[src/rtl/nn_dense_seq.sv]
// Sequential dense layer: one MAC per cycle over weights[i][j], then rescale,
// saturate, optional ReLU and a running argmax over the finalised outputs.
module nn_dense_seq #(
    parameter int N_INPUTS  = 4,
    parameter int N_OUTPUTS = 3,
    parameter int DATA_W    = 16,
    parameter int ACC_W     = 40,
    parameter int FRAC_BITS = 0,
    parameter int RELU_EN   = 1
) (
    input  logic                                           clk,
    input  logic                                           rst_n,
    input  logic                                           in_valid,
    output logic                                           in_ready,
    input  logic [N_INPUTS-1:0][DATA_W-1:0]                in_vec,
    input  logic [N_INPUTS-1:0][N_OUTPUTS-1:0][DATA_W-1:0] weights,
    output logic                                           out_valid,
    input  logic                                           out_ready,
    output logic [N_OUTPUTS-1:0][DATA_W-1:0]               out_vec,
    output logic [$clog2(N_OUTPUTS)-1:0]                   pred,
    output logic                                           sat
);
    localparam int I_W = (N_INPUTS > 1) ? $clog2(N_INPUTS) : 1;
    localparam int J_W = $clog2(N_OUTPUTS);
    localparam logic [I_W-1:0] I_LAST = I_W'(N_INPUTS - 1);
    localparam logic [J_W-1:0] J_LAST = J_W'(N_OUTPUTS - 1);
    localparam logic signed [ACC_W-1:0] SAT_MAX = {{(ACC_W-DATA_W+1){1'b0}}, {(DATA_W-1){1'b1}}};
    localparam logic signed [ACC_W-1:0] SAT_MIN = {{(ACC_W-DATA_W+1){1'b1}}, {(DATA_W-1){1'b0}}};

    typedef enum logic [1:0] {IDLE, MAC, OUT} state_t;

    // Returns {clipped, value} for a shifted accumulator.
    function automatic logic [DATA_W:0] saturate(input logic signed [ACC_W-1:0] v);
        if (v > SAT_MAX) return {1'b1, 1'b0, {(DATA_W-1){1'b1}}};
        if (v < SAT_MIN) return {1'b1, 1'b1, {(DATA_W-1){1'b0}}};
        return {1'b0, v[DATA_W-1:0]};
    endfunction

    function automatic logic signed [DATA_W-1:0] relu(input logic signed [DATA_W-1:0] v);
        if ((RELU_EN != 0) && (v < 0)) return '0;
        return v;
    endfunction

    state_t                                state_q, state_d;
    logic signed [ACC_W-1:0]               acc_q, acc_d;
    logic [I_W-1:0]                        i_q, i_d;
    logic [J_W-1:0]                        j_q, j_d;
    logic [N_OUTPUTS-1:0][DATA_W-1:0]      out_vec_q, out_vec_d;
    logic [J_W-1:0]                        pred_q, pred_d;
    logic signed [DATA_W-1:0]              max_q, max_d;
    logic                                  sat_q, sat_d;
    logic [N_INPUTS-1:0][DATA_W-1:0]       in_reg_q;
    logic                                  load_in;

    logic signed [2*DATA_W-1:0]            a_ext, b_ext, prod;
    logic signed [ACC_W-1:0]               prod_ext, acc_sum, shifted;
    logic [DATA_W:0]                       sat_res;
    logic signed [DATA_W-1:0]              act;

    // Datapath: product of the current (i, j) pair and the finalised element value.
    always_comb begin
        a_ext    = (2*DATA_W)'($signed(in_reg_q[i_q]));
        b_ext    = (2*DATA_W)'($signed(weights[i_q][j_q]));
        prod     = a_ext * b_ext;
        prod_ext = ACC_W'(prod);
        acc_sum  = acc_q + prod_ext;
        shifted  = acc_sum >>> FRAC_BITS;
        sat_res  = saturate(shifted);
        act      = relu($signed(sat_res[DATA_W-1:0]));
    end

    always_comb begin
        state_d   = state_q;
        acc_d     = acc_q;
        i_d       = i_q;
        j_d       = j_q;
        out_vec_d = out_vec_q;
        pred_d    = pred_q;
        max_d     = max_q;
        sat_d     = sat_q;
        load_in   = 1'b0;
        case (state_q)
            IDLE: begin
                if (in_valid) begin
                    load_in = 1'b1;
                    acc_d   = '0;
                    i_d     = '0;
                    j_d     = '0;
                    sat_d   = 1'b0;
                    max_d   = '0;
                    pred_d  = '0;
                    state_d = MAC;
                end
            end
            MAC: begin
                if (i_q == I_LAST) begin
                    out_vec_d[j_q] = act;
                    acc_d          = '0;
                    i_d            = '0;
                    if (sat_res[DATA_W]) sat_d = 1'b1;
                    // Strictly greater keeps the lowest index on ties.
                    if ((j_q == '0) || (act > max_q)) begin
                        max_d  = act;
                        pred_d = j_q;
                    end
                    if (j_q == J_LAST) state_d = OUT;
                    else               j_d     = j_q + 1'b1;
                end else begin
                    acc_d = acc_sum;
                    i_d   = i_q + 1'b1;
                end
            end
            OUT: begin
                if (out_ready) state_d = IDLE;
            end
            default: state_d = IDLE;
        endcase
    end

    // State and result registers.
    always_ff @(posedge clk or negedge rst_n) begin
        if (!rst_n) begin
            state_q   <= IDLE;
            acc_q     <= '0;
            i_q       <= '0;
            j_q       <= '0;
            out_vec_q <= '0;
            pred_q    <= '0;
            max_q     <= '0;
            sat_q     <= 1'b0;
        end else begin
            state_q   <= state_d;
            acc_q     <= acc_d;
            i_q       <= i_d;
            j_q       <= j_d;
            out_vec_q <= out_vec_d;
            pred_q    <= pred_d;
            max_q     <= max_d;
            sat_q     <= sat_d;
        end
    end

    always_ff @(posedge clk) begin
        if (load_in) in_reg_q <= in_vec;
    end

    assign in_ready  = (state_q == IDLE);
    assign out_valid = (state_q == OUT);
    assign out_vec   = out_vec_q;
    assign pred      = pred_q;
    assign sat       = sat_q;
endmodule

[config.mk]
export PLATFORM = sky130hd
export DESIGN_NAME = nn_dense_seq
export DESIGN_NICKNAME = d
export VERILOG_FILES = /design/src/rtl/nn_dense_seq.sv
export SDC_FILE = /design/constraint.sdc
export NUM_CORES = 1
export LEC_CHECK = 0
export ABC_AREA = 1
export ABC_CLOCK_PERIOD_IN_PS = 28300
export CAP_MARGIN = 40
export CORE_MARGIN = 2
export CORE_UTILIZATION = 30
export DETAILED_ROUTE_END_ITERATION = 10
export PLACE_DENSITY = 0.59
export SYNTH_ARGS = -nofsm -noshare
export SYNTH_HDL_FRONTEND = slang
export SYNTH_SLANG_ARGS = --single-unit
[constraint.sdc]
create_clock -name clk -period 28.3 [get_ports clk]
set_clock_uncertainty 0.2 [all_clocks]
set_input_delay 5.66 -clock clk [delete_from_list [all_inputs] [get_ports clk]]
set_output_delay 5.66 -clock clk [all_outputs]
set_load 0.005 [all_outputs]
==> implementation parameters, run 1 <==
Parameter                              Value

Worst hold path
  Class of the worst hold path    flip-flop to flip-flop

Clock network
  Clock transition at the register clock pins on the worst setup and hold paths after CTS    0.09 ns
  Clock tree from TritonCTS    yes
  # H-tree levels    4
  Number of buffers inserted to repair setup after CTS    0
  Hold buffer count at CTS    0
  Insertion delay to the later sink of the worst-skew pair    0.47 ns
  Number of sinks driven by the clock tree    173
  Clock root buffer master    sky130_fd_sc_hd__clkbuf_16
  Cts bufs inserted    17
  Clock Tree Buf Depth    2
  Total of cells resized after clock tree synthesis    0

Outcome
  Status    finished, final reports clean

Worst setup path
  Most frequent CP cell    sky130_fd_sc_hd__nand2_1
  Worst EP arrival    16.04 ns
  Startpoint type of the worst setup path    input pin
  Worst path required time    28.48 ns
  Critical path endpoint category    flip-flop
  Type of the setup path with the least slack    input pin to flip-flop
  Largest incremental delay on the critical path    about 0.74 ns
  Worst-path cell with the longest stage delay    sky130_fd_sc_hd__fa_1
  Worst Path Max Fanout    16

Timing
  Achievable clock frequency    0.06304 GHz
  Final count of negative-setup-slack endpoints    0
  Tightest slew margin relative to the limit    0.3286
  RSZ-0062 raised after global routing    false
  Slew Viols, Final    0
  Actual transition at the worst max-transition pin    1.007 ns
  Period Utilization, post-route    0.5605
  Number of endpoints with negative hold slack in the final report    0
  Final critical delay including setup and external delays    15.86 ns
  Total Neg Setup Slack    0 ns

Placement
  Detailed placement HPWL    56.37 mm
  Placer congestion estimate    0.9377
  Port Buffer Count    between 300 and 400

Yosys
  Fraction of synthesized area in multiplexers    0
  Number of register bits inferred by synthesis    173
  Post-synthesis share of cell area spent on full adders, half adders and majority gates    0.3783
  Share of synthesized registers carrying an async set or reset    0.6301
  Number of cells produced by synthesis    2717
  Syn Std Cell Area    between 20000 and 25000 µm²
  Warning count from the yosys run    0
  Fraction of the mapped netlist area in compound gates    0.09658
  Post-Synth Simple-Gate Area    0.1873
  Cell with the most instances after synthesis    sky130_fd_sc_hd__nand2_1
  Area share of the largest cell type after synthesis    0.3017
  Post-synthesis share of cell area spent on xor and xnor gates    0.008000
  Number of unique standard cell types used by synthesis    48
  Combinational family with the most area after synthesis    adder cells
  Average cell area after synthesis    8.058 µm²
  Number of enable-type register cells in the synthesized netlist    64
  Post-synth top area cell    sky130_fd_sc_hd__fa_1
  Most instantiated cells after synthesis    598 x sky130_fd_sc_hd__nand2_1, 573 x sky130_fd_sc_hd__inv_1, 330 x sky130_fd_sc_hd__fa_1, 321 x sky130_fd_sc_hd__nor2_1, 192 x sky130_fd_sc_hd__o21ai_0
  Cell types with the largest area share after synthesis    sky130_fd_sc_hd__fa_1 30%, sky130_fd_sc_hd__dfrtp_1 12%, sky130_fd_sc_hd__nand2_1 10%
  Register area share after synthesis    0.2124
  Top_reg_cell synth    sky130_fd_sc_hd__dfrtp_1

Global routing
  Vias in the first global route    19853
  Number of antenna violations at the first check in global routing    6
  First-pass GRT wire length    around 110 mm
  Maximum number of pins on one net before global-route repair    between 80 and 90
  Global Route Usage Sum    0.1879
  GRT overflow    0

Route
  Final routed wire length divided by cell count    around 17 µm
  Total wirelength of the detailed-routed design    68.77 mm
  Length of the first detailed-routing pass in iterations    6
  Antenna-violating nets left    0
  DR vias/cell    roughly 4.7
  Detailed-route via count    18718
  1st-iter DRT viols    about 1000
  DRC violations left    0

Floorplan
  I/O pins    313
  Overall die width    274.2 µm
  Site row count    99
  Die Y-Extent    about 270 µm
  Initial core utilization    0.3016
  Die Area    ~75000 µm²
  Core area    72590 µm²

Flow run
  Number of max-capacitance violations reported    0

Final layout
  Proportion of layout cells with a drive suffix above 1    0.03759
  Post-Route Utilization    0.3691
  Area growth from synthesis to layout    22.36%
  Number of nets in the finished design    between 3000 and 4000
-- final cells by class --
class	instances	area [µm²]
diodes	6	15.01
repair buffers	347	3408
flip-flops and latches	173	4653
well taps	959	1200
inverters	582	2186
clock buffers	17	425.4
clock inverters	15	216.5
multi-input cells	1872	14690
fillers	7611	45800
-- flip-flops by register name, summed over array words and instances (netlist names) --
register and flops:
in_reg_q 64, out_vec 45, acc_q 40, max_q 15, i_q 2, j_q 2
pred 2, state_q 2, sat 1
-- cell usage in the layout, fill, tap and decap left out, types with 7 or more instances in the layout --
cell	instances
sky130_fd_sc_hd__o21bai_1	9
sky130_fd_sc_hd__clkdlybuf4s50_1	308
sky130_fd_sc_hd__xor2_1	13
sky130_fd_sc_hd__edfxtp_1	64
sky130_fd_sc_hd__o21ai_0	192
sky130_fd_sc_hd__or2_2	9
sky130_fd_sc_hd__clkbuf_16	17
sky130_fd_sc_hd__nand3_1	49
sky130_fd_sc_hd__o21ai_2	8
sky130_fd_sc_hd__buf_4	37
sky130_fd_sc_hd__dfrtp_1	108
sky130_fd_sc_hd__nor3_1	8
sky130_fd_sc_hd__ha_1	134
sky130_fd_sc_hd__o211ai_1	9
sky130_fd_sc_hd__fa_1	330
sky130_fd_sc_hd__a32oi_1	15
sky130_fd_sc_hd__o21ai_1	7
sky130_fd_sc_hd__nor2_1	320
sky130_fd_sc_hd__o221ai_1	24
sky130_fd_sc_hd__o22ai_1	24
sky130_fd_sc_hd__xnor2_1	7
sky130_fd_sc_hd__nand4_1	17
sky130_fd_sc_hd__nand2_1	598
sky130_fd_sc_hd__a21oi_1	48
sky130_fd_sc_hd__nand3b_1	9
sky130_fd_sc_hd__inv_1	571
-- stage by stage --
| step | instance area [µm²] | setup slack (ns) | hold WS (ns) | instances |
|---|---|---|---|---|
| after global routing | 26790 | 11.47 | 0.3256 | 3971 |
| final | 26790 | 12.44 | 0.2908 | 3971 |
| after CTS | 26780 | 12.47 | 0.2894 | 3965 |
| after detailed placement | 26130 | 12.02 | 0.2685 | 3933 |
| after floorplan | 21900 | 13.99 | 0.2554 | 2719 |
| after global placement | 26060 | 11.65 | 0.2670 | 3928 |
-- cells by family after synthesis --
group           after synthesis
other cells                   1
fa+ha+maj                   464
flops                       173
compound gates              355
xor+xnor                     20
buf+inv                     674
simple gates               1030
-- layer usage --
metal  track usage  wire length, µm
met3       0.02811             4167
met4       0.05378             1423
met2        0.3285            33830
met1        0.2400            29350
met5             0                0
-- worst paths after layout --
check                            startpoint           to  slack, ns  cells past startpoint
worst max-delay path            weights[65]    max_q[13]      12.44                     43
worst max register to register       i_q[0]    max_q[13]      15.91                     42
worst min-delay path            out_vec[34]  out_vec[34]       0.29                      2
min in group asynchronous             rst_n  out_vec[34]       4.99                      1
worst min register to register  out_vec[34]  out_vec[34]       0.29                      2
max in group asynchronous             rst_n    acc_q[38]      21.79                      3
-- critical path, delay by kind of cell --
family | cells | cell delay (ns)
AOI/OAI and AO/OA | 8 | 1.32
buffers and inverters | 9 | 1.78
adders and majority gates | 8 | 4.23
and+or+nand+nor | 18 | 2.99
Power of run 1 is left out: the tool's default activity adds up to more than one toggle a clock period on the data nets, which glitch-free logic cannot reach.
==> inputs of run 2 (changes only) <==
--- a/config.mk
+++ b/config.mk
@@ -6,12 +6,12 @@
 export NUM_CORES = 1
 export LEC_CHECK = 0
 export ABC_AREA = 1
-export ABC_CLOCK_PERIOD_IN_PS = 28300
+export ABC_CLOCK_PERIOD_IN_PS = 12800
 export CAP_MARGIN = 40
 export CORE_MARGIN = 2
 export CORE_UTILIZATION = 30
 export DETAILED_ROUTE_END_ITERATION = 10
-export PLACE_DENSITY = 0.59
+export PLACE_DENSITY = 0.61
 export SYNTH_ARGS = -nofsm -noshare
 export SYNTH_HDL_FRONTEND = slang
 export SYNTH_SLANG_ARGS = --single-unit
==> constraint.sdc (replaced) <==
create_clock -name clk -period 12.8 [get_ports clk]
set_clock_uncertainty 0.2 [all_clocks]
set_input_delay 2.56 -clock clk [delete_from_list [all_inputs] [get_ports clk]]
set_output_delay 2.56 -clock clk [all_outputs]
set_load 0.005 [all_outputs]
==> run 2 against run 1 <==
Final area grew 0.93%. Highest routed layer unchanged. Final cell count increased by 0.73%. Critical path type unchanged. Critical endpoint is now max_q[11]. Flip-flop and latch count unchanged. Non-clock buffer count increased by 27.
==> implementation parameters, run 2 (synthesis results as in run 1) <==
Parameter                              Value

Timing
  Number of endpoints with negative hold slack in the final report    0 (unchanged)
  Period Utilization, post-route    0.9419
  Slew Viols, Final    0 (unchanged)
  Total Neg Setup Slack    0 ns (unchanged)
  Final critical delay including setup and external delays    12.06 ns
  Achievable clock frequency    a little over 0.08 GHz
  Final count of negative-setup-slack endpoints    0 (unchanged)
  Tightest slew margin relative to the limit    0.5054 (was 0.3286)
  Actual transition at the worst max-transition pin    0.7401 ns (was 1.007 ns)
  Worst Slack Setup Final    0.7437 ns (was 12.44 ns)
  Final-layout worst hold slack    0.2839 ns (was 0.2908 ns)
  RSZ-0062 raised after global routing    false (unchanged)

Final layout
  Count of fill cells added during filler insertion    7526 (was 7611)
  Post-Route Utilization    0.3725 (was 0.3691)
  Number of nets in the finished design    3744 (was 3717)
  Proportion of layout cells with a drive suffix above 1    0.04782 (was 0.03759)
  Number of flip-flops in the largest register    64 (unchanged)
  Register ranked first by flip-flop count    in_reg_q (unchanged)
  Most used cells in the layout excluding fill and tap cells    597 x sky130_fd_sc_hd__nand2_1, 570 x sky130_fd_sc_hd__inv_1, 328 x sky130_fd_sc_hd__fa_1 (was 598 x sky130_fd_sc_hd__nand2_1, 571 x sky130_fd_sc_hd__inv_1, 330 x sky130_fd_sc_hd__fa_1)
  Area growth from synthesis to layout    23.50% (was 22.36%)
  Most common library cell in the layout ignoring fill and taps    sky130_fd_sc_hd__nand2_1 (unchanged)
  Reg area    4653 µm² (unchanged)
  Area of combinational cells with multiple inputs    14700 µm² (was 14690 µm²)

Clock network
  Cts bufs inserted    17 (unchanged)
  Number of sinks driven by the clock tree    173 (unchanged)
  Clock Tree Buf Depth    2 (unchanged)
  # H-tree levels    4 (unchanged)
  Insertion delay to the later sink of the worst-skew pair    0.47 ns (about the same)
  Clock tree from TritonCTS    yes (unchanged)
  Clock transition at the register clock pins on the worst setup and hold paths after CTS    0.07 ns (was 0.09 ns)
  Hold buffer count at CTS    0 (unchanged)
  Clock root buffer master    sky130_fd_sc_hd__clkbuf_16 (unchanged)

Floorplan
  Die Area    75160 µm² (unchanged)
  Overall die width    274.2 µm (unchanged)
  Site row count    99 (unchanged)
  Core area    72590 µm² (unchanged)
  Die Y-Extent    274.2 µm (unchanged)
  I/O pins    313 (unchanged)
  Initial core utilization    0.3016 (unchanged)

Worst setup path
  Worst Path Max Fanout    14 (was 16)
  Largest incremental delay on the critical path    0.56 ns (was 0.74 ns)
  Critical path endpoint category    flip-flop (unchanged)
  Worst path required time    12.98 ns (was 28.48 ns)
  Worst-path cell with the longest stage delay    sky130_fd_sc_hd__fa_1 (unchanged)
  Type of the setup path with the least slack    input pin to flip-flop (unchanged)
  Setup slack on the worst flop-to-flop path    1.45 ns (was 15.91 ns)
  Worst EP arrival    12.24 ns (was 16.04 ns)
  Startpoint type of the worst setup path    input pin (unchanged)

Outcome
  Status    finished, final reports clean (unchanged)

Placement
  DP Worst Slack    0.04062 ns (was 12.02 ns)
  Port Buffer Count    309 (unchanged)
  Placer congestion estimate    0.9169 (was 0.9377)
  Detailed placement HPWL    56.87 mm (was 56.37 mm)

Route
  Detailed-route via count    18678 (was 18718)
  1st-iter DRT viols    1145 (was 1018)
  DR vias/cell    4.670 (was 4.714)
  Antenna-violating nets left    0 (unchanged)
  Total wirelength of the detailed-routed design    69.06 mm (was 68.77 mm)
  Final routed wire length divided by cell count    17.27 µm (was 17.32 µm)
  Length of the first detailed-routing pass in iterations    5 (was 6)
  DRC violations left    0 (unchanged)

Global routing
  Met2 track utilization from global routing    0.3283 (was 0.3285)
  Global Route Usage Sum    0.1888 (was 0.1879)
  First-pass GRT wire length    109.9 mm (was 110.1 mm)
  Vias in the first global route    19723 (was 19853)
  Maximum number of pins on one net before global-route repair    67 (was 85)
  GRT overflow    0 (unchanged)
  Met3 Track Usage GR    0.03696 (was 0.02811)
  GR Layer Usage met1    0.2351 (was 0.2400)
  GRT Max-Usage Layer    met2 (unchanged)
  Number of antenna violations at the first check in global routing    8 (was 6)

Worst hold path
  Class of the worst hold path    flip-flop to flip-flop (unchanged)

Flow run
  Number of max-capacitance violations reported    0 (unchanged)
-- run 2: cell count changes in the layout (fill, tap and decap cells not counted), sizes merged --
cell	before	now
clkbuf	17	18
diode	6	9
clkinvlp	0	1
buf	39	66
bufinv	0	1
inv	582	580
clkinv	15	13
-- run 2: final timing paths --
path,from,to,cells after the start
max,weights[54],max_q[11],47
max reg2reg,i_q[0],max_q[11],48
max in group asynchronous,rst_n,acc_q[21],3
min in group asynchronous,rst_n,out_vec[35],1
min,out_vec[44],out_vec[44],2
min reg2reg,out_vec[44],out_vec[44],2
-- run 2: final cells by class --
cell class	instances	area share
Tap cell	959	0.04438
Multi-Input combinational cell	1872	0.5437
Sequential cell	173	0.1721
Inverter	582	0.08098
Clock buffer	18	0.01666
Timing Repair Buffer	374	0.1350
Clock inverter	13	0.006386
Antenna cell	9	0.0008329
-- run 2: stage by stage --
step | instance area [µm²] | cells
global placement | 26230 | 3949
floorplan | 21900 | 2719
global route | 27030 | 3998
detailed placement | 26330 | 3954
CTS | 26950 | 3985
finish | 27040 | 4000
-- run 2: layer usage --
metal,part of all wire,vias up
met4,0.025,0
met2,0.49,526
met1,0.42,9147
met3,0.066,84
li1,-,8921
met5,0,-
-- run 2: worst max-delay path, delay by kind of cell --
family,cells,cell delay (ns)
simple gates,18,2.51
fa+ha+maj,8,3.82
compound gates,11,1.62
buf+inv,10,1.68
-- run 2: what timing repair did --
item                       CTS  global route
setup endpoints to repair    0            17
setup buffers                0             6
resized for setup            0             7
Power of run 2 is left out for the same reason.
